$ cat config.mk
export PLATFORM = sky130hd
export DESIGN_NAME = reg_file_param
export DESIGN_NICKNAME = d
export VERILOG_FILES = /design/src/rtl/reg_file_param.sv
export SDC_FILE = /design/constraint.sdc
export NUM_CORES = 1
export LEC_CHECK = 0
export BUFFER_PORTS_ARGS = -buffer_cell sky130_fd_sc_hd__buf_2
export CAP_MARGIN = 20
export CORE_UTILIZATION = 55
export CTS_BUF_LIST = sky130_fd_sc_hd__clkbuf_4
export DETAILED_ROUTE_END_ITERATION = 12
export PLACE_DENSITY = 0.71
export SYNTH_ARGS = -nofsm -noshare
export SYNTH_HDL_FRONTEND = slang
export SYNTH_SLANG_ARGS = --single-unit
$ cat constraint.sdc
create_clock -name clk -period 3.7 [get_ports clk]
set_clock_uncertainty 0.1 [all_clocks]
set_input_delay 0.37 -clock clk [delete_from_list [all_inputs] [get_ports clk]]
set_output_delay 0.37 -clock clk [all_outputs]
set_load 0.01 [all_outputs]
$ cat src/rtl/reg_file_param.sv
// rtl/reg_file_param.sv - DEPTH x WIDTH register file, RMW write port, two registered read ports with write bypass
module reg_file_param #(
    parameter int WIDTH    = 8,
    parameter int DEPTH    = 8,
    parameter bit ZERO_REG = 1'b0,
    localparam int AW      = $clog2(DEPTH)
) (
    input  logic             clk,
    input  logic             clr_n,
    input  logic             sclr,
    input  logic             en,
    input  logic [1:0]       wop,
    input  logic [AW-1:0]    wsel,
    input  logic [WIDTH-1:0] d,
    input  logic [AW-1:0]    rsel0,
    input  logic [AW-1:0]    rsel1,
    output logic [WIDTH-1:0] q0,
    output logic [WIDTH-1:0] q1,
    output logic             v0,
    output logic             v1,
    output logic             ovf
);

    localparam logic [1:0] OP_LOAD = 2'b00;
    localparam logic [1:0] OP_ADD  = 2'b01;
    localparam logic [1:0] OP_OR   = 2'b10;
    localparam logic [1:0] OP_ANDN = 2'b11;

    logic [WIDTH-1:0] mem [DEPTH];
    logic [DEPTH-1:0] valid;

    logic [WIDTH-1:0] cur;
    logic [WIDTH-1:0] nxt;
    logic [WIDTH:0]   sum;
    logic             carry;
    logic             wr_ok;

    logic [WIDTH-1:0] rq0;
    logic [WIDTH-1:0] rq1;
    logic             rv0;
    logic             rv1;

    // Read-modify-write result for the addressed entry
    always_comb begin
        cur   = mem[wsel];
        sum   = {1'b0, cur} + {1'b0, d};
        nxt   = cur;
        carry = 1'b0;
        case (wop)
            OP_LOAD: nxt = d;
            OP_ADD: begin
                nxt   = sum[WIDTH-1:0];
                carry = sum[WIDTH];
            end
            OP_OR:   nxt = cur | d;
            OP_ANDN: nxt = cur & ~d;
            default: nxt = cur;
        endcase
        wr_ok = en && !(ZERO_REG && (wsel == '0));
    end

    // Read port 0: hard-wired zero entry, then write-first bypass, then storage
    always_comb begin
        rq0 = mem[rsel0];
        rv0 = valid[rsel0];
        if (ZERO_REG && (rsel0 == '0)) begin
            rq0 = '0;
            rv0 = 1'b1;
        end else if (wr_ok && (rsel0 == wsel)) begin
            rq0 = nxt;
            rv0 = 1'b1;
        end
    end

    always_comb begin
        rq1 = mem[rsel1];
        rv1 = valid[rsel1];
        if (ZERO_REG && (rsel1 == '0)) begin
            rq1 = '0;
            rv1 = 1'b1;
        end else if (wr_ok && (rsel1 == wsel)) begin
            rq1 = nxt;
            rv1 = 1'b1;
        end
    end

    always_ff @(posedge clk or negedge clr_n) begin
        if (!clr_n) begin
            for (int i = 0; i < DEPTH; i++) begin
                mem[i] <= '0;
            end
            valid <= '0;
            q0    <= '0;
            q1    <= '0;
            v0    <= 1'b0;
            v1    <= 1'b0;
            ovf   <= 1'b0;
        end else if (sclr) begin
            for (int i = 0; i < DEPTH; i++) begin
                mem[i] <= '0;
            end
            valid <= '0;
            q0    <= '0;
            q1    <= '0;
            v0    <= 1'b0;
            v1    <= 1'b0;
            ovf   <= 1'b0;
        end else begin
            if (wr_ok) begin
                mem[wsel]   <= nxt;
                valid[wsel] <= 1'b1;
            end
            ovf <= wr_ok && (wop == OP_ADD) && carry;
            q0  <= rq0;
            q1  <= rq1;
            v0  <= rv0;
            v1  <= rv1;
        end
    end

endmodule

==> flow_summary.html <==
<table>
<tr><th>Metric</th><th>Value</th></tr>
<tr><th colspan="2">Worst setup path</th></tr>
<tr><td>Max FO, Critical Path</td><td>10</td></tr>
<tr><td>Startpoint Class</td><td>flop</td></tr>
<tr><td>CP max stage delay</td><td>0.60 ns</td></tr>
<tr><td>CP Capture Type</td><td>flop</td></tr>
<tr><td>CP required</td><td>3.95 ns</td></tr>
<tr><td>Cell mode on critical path</td><td>sky130_fd_sc_hd__mux4_2</td></tr>
<tr><td>Delay-heaviest family, CP</td><td>multiplexers</td></tr>
<tr><td>Data arrival time of the worst path</td><td>roughly 3.6 ns</td></tr>
<tr><td>Worst path cell trace</td><td>mux4_2, mux2i_1, inv_1, fa_1, a21o_1, a21oi_2, xnor2_1, mux4_2, a22o_1</td></tr>
<tr><td>Critical path's slowest cell</td><td>sky130_fd_sc_hd__mux4_2</td></tr>
<tr><td>Worst path buffer plus inverter count</td><td>1</td></tr>
<tr><td>Type of the setup path with the least slack</td><td>flop to flop</td></tr>
<tr><td>Setup slack on the worst flop-to-flop path</td><td>between 0.4 and 0.5 ns</td></tr>
<tr><th colspan="2">CTS</th></tr>
<tr><td>Total of cells resized after clock tree synthesis</td><td>0</td></tr>
<tr><td>Clock Sinks</td><td>91</td></tr>
<tr><td>Clock tree from TritonCTS</td><td>yes</td></tr>
<tr><td>Clock-pin transition on the worst setup and hold timing paths</td><td>0.14 ns</td></tr>
<tr><td>Latest clock arrival within the worst-skew pair</td><td>0.46 ns</td></tr>
<tr><td>Deepest level of the CTS H-tree</td><td>3</td></tr>
<tr><td>Cts hold-fix bufs</td><td>1</td></tr>
<tr><td>Clock Tree Buf Depth</td><td>2</td></tr>
<tr><td>Setup bufs post-CTS</td><td>0</td></tr>
<tr><td>TritonCTS Buffers</td><td>9</td></tr>
<tr><td>Master cell of the clock root buffer</td><td>sky130_fd_sc_hd__clkbuf_4</td></tr>
<tr><th colspan="2">Yosys</th></tr>
<tr><td>Cells after synthesis</td><td>about 530</td></tr>
<tr><td>Xor/xnor cell area share of the yosys netlist</td><td>1.49%</td></tr>
<tr><td>Complex-gate fraction of the synthesized area</td><td>about a fifth</td></tr>
<tr><td>Number of distinct library cells after synthesis</td><td>45</td></tr>
<tr><td>Area leader, netlist</td><td>sky130_fd_sc_hd__dfrtp_1</td></tr>
<tr><td>Fraction of the mapped netlist area in simple logic gates</td><td>8.65%</td></tr>
<tr><td>Synthesized cell area</td><td>5870 µm²</td></tr>
<tr><td>Synth Register Bits</td><td>91</td></tr>
<tr><td>Post-synthesis sequential area ratio</td><td>between 30% and 40%</td></tr>
<tr><td>Commonest register cell after synthesis</td><td>sky130_fd_sc_hd__dfrtp_1</td></tr>
<tr><td>Dominant cells by area after synthesis</td><td>sky130_fd_sc_hd__dfrtp_1 (39%), sky130_fd_sc_hd__mux4_2 (16%), sky130_fd_sc_hd__a22o_1 (7.5%)</td></tr>
<tr><td>Mapped Avg Cell Area</td><td>11.0 µm²</td></tr>
<tr><td>Main combinational cell family by area after synthesis</td><td>multiplexers</td></tr>
<tr><td>Number of synthesized flops with an enable pin</td><td>0</td></tr>
<tr><td>Count of synthesis-stage warnings from yosys</td><td>0</td></tr>
<tr><td>Post-synthesis net count</td><td>581</td></tr>
<tr><td>Proportion of synthesized flip-flops having asynchronous set or reset</td><td>between 90% and 100%</td></tr>
<tr><td>Post-synthesis mux area share</td><td>approximately 22%</td></tr>
<tr><td>Adder-cell share of the synthesized area</td><td>5.67%</td></tr>
<tr><td>Share of the synthesized area in the top cell type</td><td>38.8%</td></tr>
<tr><th colspan="2">Timing</th></tr>
<tr><td>Number of max-slew violations in the final report</td><td>0</td></tr>
<tr><td>Unrepaired setup endpoints after global routing</td><td>false</td></tr>
<tr><td>Hold violation count in the final report</td><td>0</td></tr>
<tr><td>Setup-violating endpoint count in the final report</td><td>0</td></tr>
<tr><td>Max-slew headroom</td><td>between 20% and 30%</td></tr>
<tr><td>Crit path time final</td><td>3.30 ns</td></tr>
<tr><td>Setup TNS after final layout</td><td>0 ns</td></tr>
<tr><td>Final period util</td><td>89.1%</td></tr>
<tr><td>Worst Tran Pin Value</td><td>1.09 ns</td></tr>
<tr><td>F_max</td><td>303 MHz</td></tr>
<tr><th colspan="2">Floorplan</th></tr>
<tr><td>Chip Width</td><td>105 µm</td></tr>
<tr><td>Core region area</td><td>slightly above 10,000 µm²</td></tr>
<tr><td>Initial core utilization</td><td>between 50% and 60%</td></tr>
<tr><td>Vertical die dimension</td><td>105 µm</td></tr>
<tr><td>Area enclosed by the die boundary</td><td>11,100 µm²</td></tr>
<tr><td>Standard-cell row count</td><td>37</td></tr>
<tr><td>Io pins</td><td>42</td></tr>
<tr><th colspan="2">Power</th></tr>
<tr><td>Clock network power share</td><td>around a third</td></tr>
<tr><td>Post-layout total power</td><td>2.02 mW</td></tr>
<tr><td>Sw Ratio</td><td>29.4%</td></tr>
<tr><td>Seq pwr share</td><td>roughly half</td></tr>
<tr><td>Net switching power of the design</td><td>0.593 mW</td></tr>
<tr><td>Cell internal power dissipation</td><td>1.42 mW</td></tr>
<tr><td>Pwr dens</td><td>around 320 nW/µm²</td></tr>
<tr><td>Worst IR drop on VDD</td><td>215 µV</td></tr>
<tr><td>Leakage</td><td>2.87 nW</td></tr>
<tr><td>Logic gate share of total power</td><td>17.1%</td></tr>
<tr><th colspan="2">Global route</th></tr>
<tr><td>Initial antenna violation count</td><td>1</td></tr>
<tr><td>Wire length of the first global-routing pass</td><td>around 26 mm</td></tr>
<tr><td>Residual overflow from global routing</td><td>0</td></tr>
<tr><td>Maximum number of pins on one net before global-route repair</td><td>75</td></tr>
<tr><td>Via count of the first global-routing pass</td><td>4,731</td></tr>
<tr><td>GRT Total Usage</td><td>31.1%</td></tr>
<tr><th colspan="2">Finish</th></tr>
<tr><td>Layout overhead on the synthesized area</td><td>7.71%</td></tr>
<tr><td>Final Instance Area</td><td>6320 µm²</td></tr>
<tr><td>Share of cells above drive strength 1</td><td>roughly 22%</td></tr>
<tr><td>Total area of multi-input combinational cells</td><td>roughly 3300 µm²</td></tr>
<tr><td>Fill cell total of the finished layout</td><td>roughly 820</td></tr>
<tr><td>FF+latch area</td><td>2280 µm²</td></tr>
<tr><td>Final-stage net count</td><td>609</td></tr>
<tr><th colspan="2">Route</th></tr>
<tr><td>Drt first-iter violations</td><td>approximately 550</td></tr>
<tr><td>Vias per inst</td><td>~6.8</td></tr>
<tr><td>Antenna-violating nets left</td><td>0</td></tr>
<tr><td>Wirelength per Cell</td><td>22.9 µm</td></tr>
<tr><td>Drt drc</td><td>0</td></tr>
<tr><td>Number of iterations in the first detailed-routing pass</td><td>5</td></tr>
<tr><td>DR vias</td><td>4,787</td></tr>
<tr><td>Final routed wirelength across all metal layers</td><td>16.1 mm</td></tr>
<tr><th colspan="2">Min path</th></tr>
<tr><td>Worst Hold Class</td><td>input pin to flop</td></tr>
<tr><th colspan="2">Placed design</th></tr>
<tr><td>Port buffer count</td><td>a little over 40</td></tr>
<tr><td>Cell Area, Placed</td><td>6150 µm²</td></tr>
<tr><td>RD Place Congestion</td><td>about 0.95</td></tr>
<tr><td>Post-detailed-placement half-perimeter wirelength</td><td>between 10 and 15 mm</td></tr>
<tr><th colspan="2">Job</th></tr>
<tr><td># Max-Cap Violations</td><td>0</td></tr>
<tr><th colspan="2">Run status</th></tr>
<tr><td>Result of the run</td><td>finished clean</td></tr>
</table>
worst reg2reg max path: stages (launching register included):
cell                      delay, ns
sky130_fd_sc_hd__dfrtp_1       0.47
sky130_fd_sc_hd__mux4_2        0.49
sky130_fd_sc_hd__mux2i_1       0.27
sky130_fd_sc_hd__inv_1         0.15
sky130_fd_sc_hd__fa_1          0.41
sky130_fd_sc_hd__a21o_1        0.20
sky130_fd_sc_hd__a21oi_2       0.15
sky130_fd_sc_hd__xnor2_1       0.08
sky130_fd_sc_hd__mux4_2        0.60
sky130_fd_sc_hd__a22o_1        0.28
placed cells by master (no fill, tap or decap), drive strengths merged, types with 8 or more instances in the layout:
master  Yosys  final
dfrtp      91     91
nand2      55     55
buf        26     51
a22o       50     50
o21ai      43     43
mux4       42     42
nor2       27     27
inv        25     25
ha         25     25
mux2i      22     22
a21oi      16     16
mux2       11     11
clkbuf      9     10
nor2b       9      9
a211oi      9      9
a31oi       8      8
xnor2       8      8
final timing paths:
kind                              start  endpoint  depth (start not counted)
worst max register to register  mem[17]     q0[4]                          9
worst max-delay path            mem[17]     q0[4]                          9
worst min register to register  mem[37]   mem[37]                          2
min in group asynchronous         clr_n    mem[2]                          2
worst min-delay path                 en       ovf                          3
max in group asynchronous         clr_n       ovf                          3
power groups by stage:
| stage | sequential, mW | combinational [mW] | clock, mW |
|---|---|---|---|
| after detailed placement | 1.06 | 0.339 | 0 |
| after global placement | 1.05 | 0.329 | 0 |
| after floorplan | 1.05 | 0.227 | 0 |
| final | 1.04 | 0.345 | 0.634 |
| after global routing | 1.04 | 0.374 | 0.685 |
| after CTS | 1.04 | 0.340 | 0.645 |
state kept, by name, indices dropped and copies added (netlist names):
signal,count
mem,64
ovf,1
q0,8
q1,8
v0,1
v1,1
valid,8
per-layer routing:
metal | global-route usage [%] | share of wire (%) | up-vias
met5 | 0 | 0 | -
met2 | 46.9 | 47 | 290
met4 | 12.9 | 2.0 | 0
li1 | - | - | 2061
met1 | 44.3 | 42 | 2403
met3 | 6.06 | 9.8 | 33
Yosys cell counts (2+ instances only):
| cell | n |
|---|---|
| sky130_fd_sc_hd__a211o_1 | 2 |
| sky130_fd_sc_hd__mux2i_1 | 22 |
| sky130_fd_sc_hd__clkbuf_1 | 9 |
| sky130_fd_sc_hd__a211oi_1 | 8 |
| sky130_fd_sc_hd__a221oi_1 | 3 |
| sky130_fd_sc_hd__buf_6 | 2 |
| sky130_fd_sc_hd__and3_1 | 3 |
| sky130_fd_sc_hd__ha_1 | 25 |
| sky130_fd_sc_hd__buf_4 | 3 |
| sky130_fd_sc_hd__a21o_1 | 3 |
| sky130_fd_sc_hd__a221o_1 | 2 |
| sky130_fd_sc_hd__a22o_1 | 50 |
| sky130_fd_sc_hd__mux2_2 | 11 |
| sky130_fd_sc_hd__a22oi_1 | 6 |
| sky130_fd_sc_hd__xnor2_1 | 8 |
| sky130_fd_sc_hd__nand2b_1 | 4 |
| sky130_fd_sc_hd__buf_1 | 5 |
| sky130_fd_sc_hd__o31ai_1 | 2 |
| sky130_fd_sc_hd__nand4_1 | 4 |
| sky130_fd_sc_hd__a21oi_1 | 15 |
| sky130_fd_sc_hd__dfrtp_1 | 91 |
| sky130_fd_sc_hd__o21ai_0 | 42 |
| sky130_fd_sc_hd__nand2_1 | 55 |
| sky130_fd_sc_hd__mux4_2 | 42 |
| sky130_fd_sc_hd__buf_2 | 16 |
| sky130_fd_sc_hd__a31oi_1 | 8 |
| sky130_fd_sc_hd__nor2b_1 | 9 |
| sky130_fd_sc_hd__xor2_1 | 2 |
| sky130_fd_sc_hd__o211ai_1 | 6 |
| sky130_fd_sc_hd__nor2_1 | 27 |
| sky130_fd_sc_hd__nor3_1 | 4 |
| sky130_fd_sc_hd__inv_1 | 25 |
| sky130_fd_sc_hd__o211a_1 | 4 |
| sky130_fd_sc_hd__and2_1 | 2 |
| sky130_fd_sc_hd__and4_1 | 2 |
final cells by class:
| cell class | count | share of cell area [%] |
|---|---|---|
| Sequential cell | 91 | 36.0 |
| Tap cell | 136 | 2.69 |
| Clock inverter | 6 | 1.42 |
| Antenna cell | 1 | 0.0396 |
| Multi-Input combinational cell | 381 | 52.5 |
| Timing Repair Buffer | 52 | 4.63 |
| Inverter | 25 | 1.48 |
| Clock buffer | 10 | 1.19 |
cell families (layout without fill, tap and decap cells):
logic type,Yosys count,in the layout
AOI/OAI and AO/OA,156,156
xor gates and xnor gates,10,10
adders and majority gates,26,26
buffers and inverters,60,93
and+or+nand+nor,114,114
other,0,1
DFF,91,91
muxes,75,75
through the flow:
stage          std cells  hold WS [ns]  util, %  setup WS [ns]
2_1_floorplan        532       -0.0256        -          0.176
3_3_place_gp         684         0.408     59.5          0.116
3_5_place_dp         684         0.411     59.5         0.0773
4_1_cts              701         0.181     61.2          0.435
5_1_grt              702         0.213     61.3          0.255
6_report             702         0.200     61.3          0.404
Power figures use the tool's default switching activity.
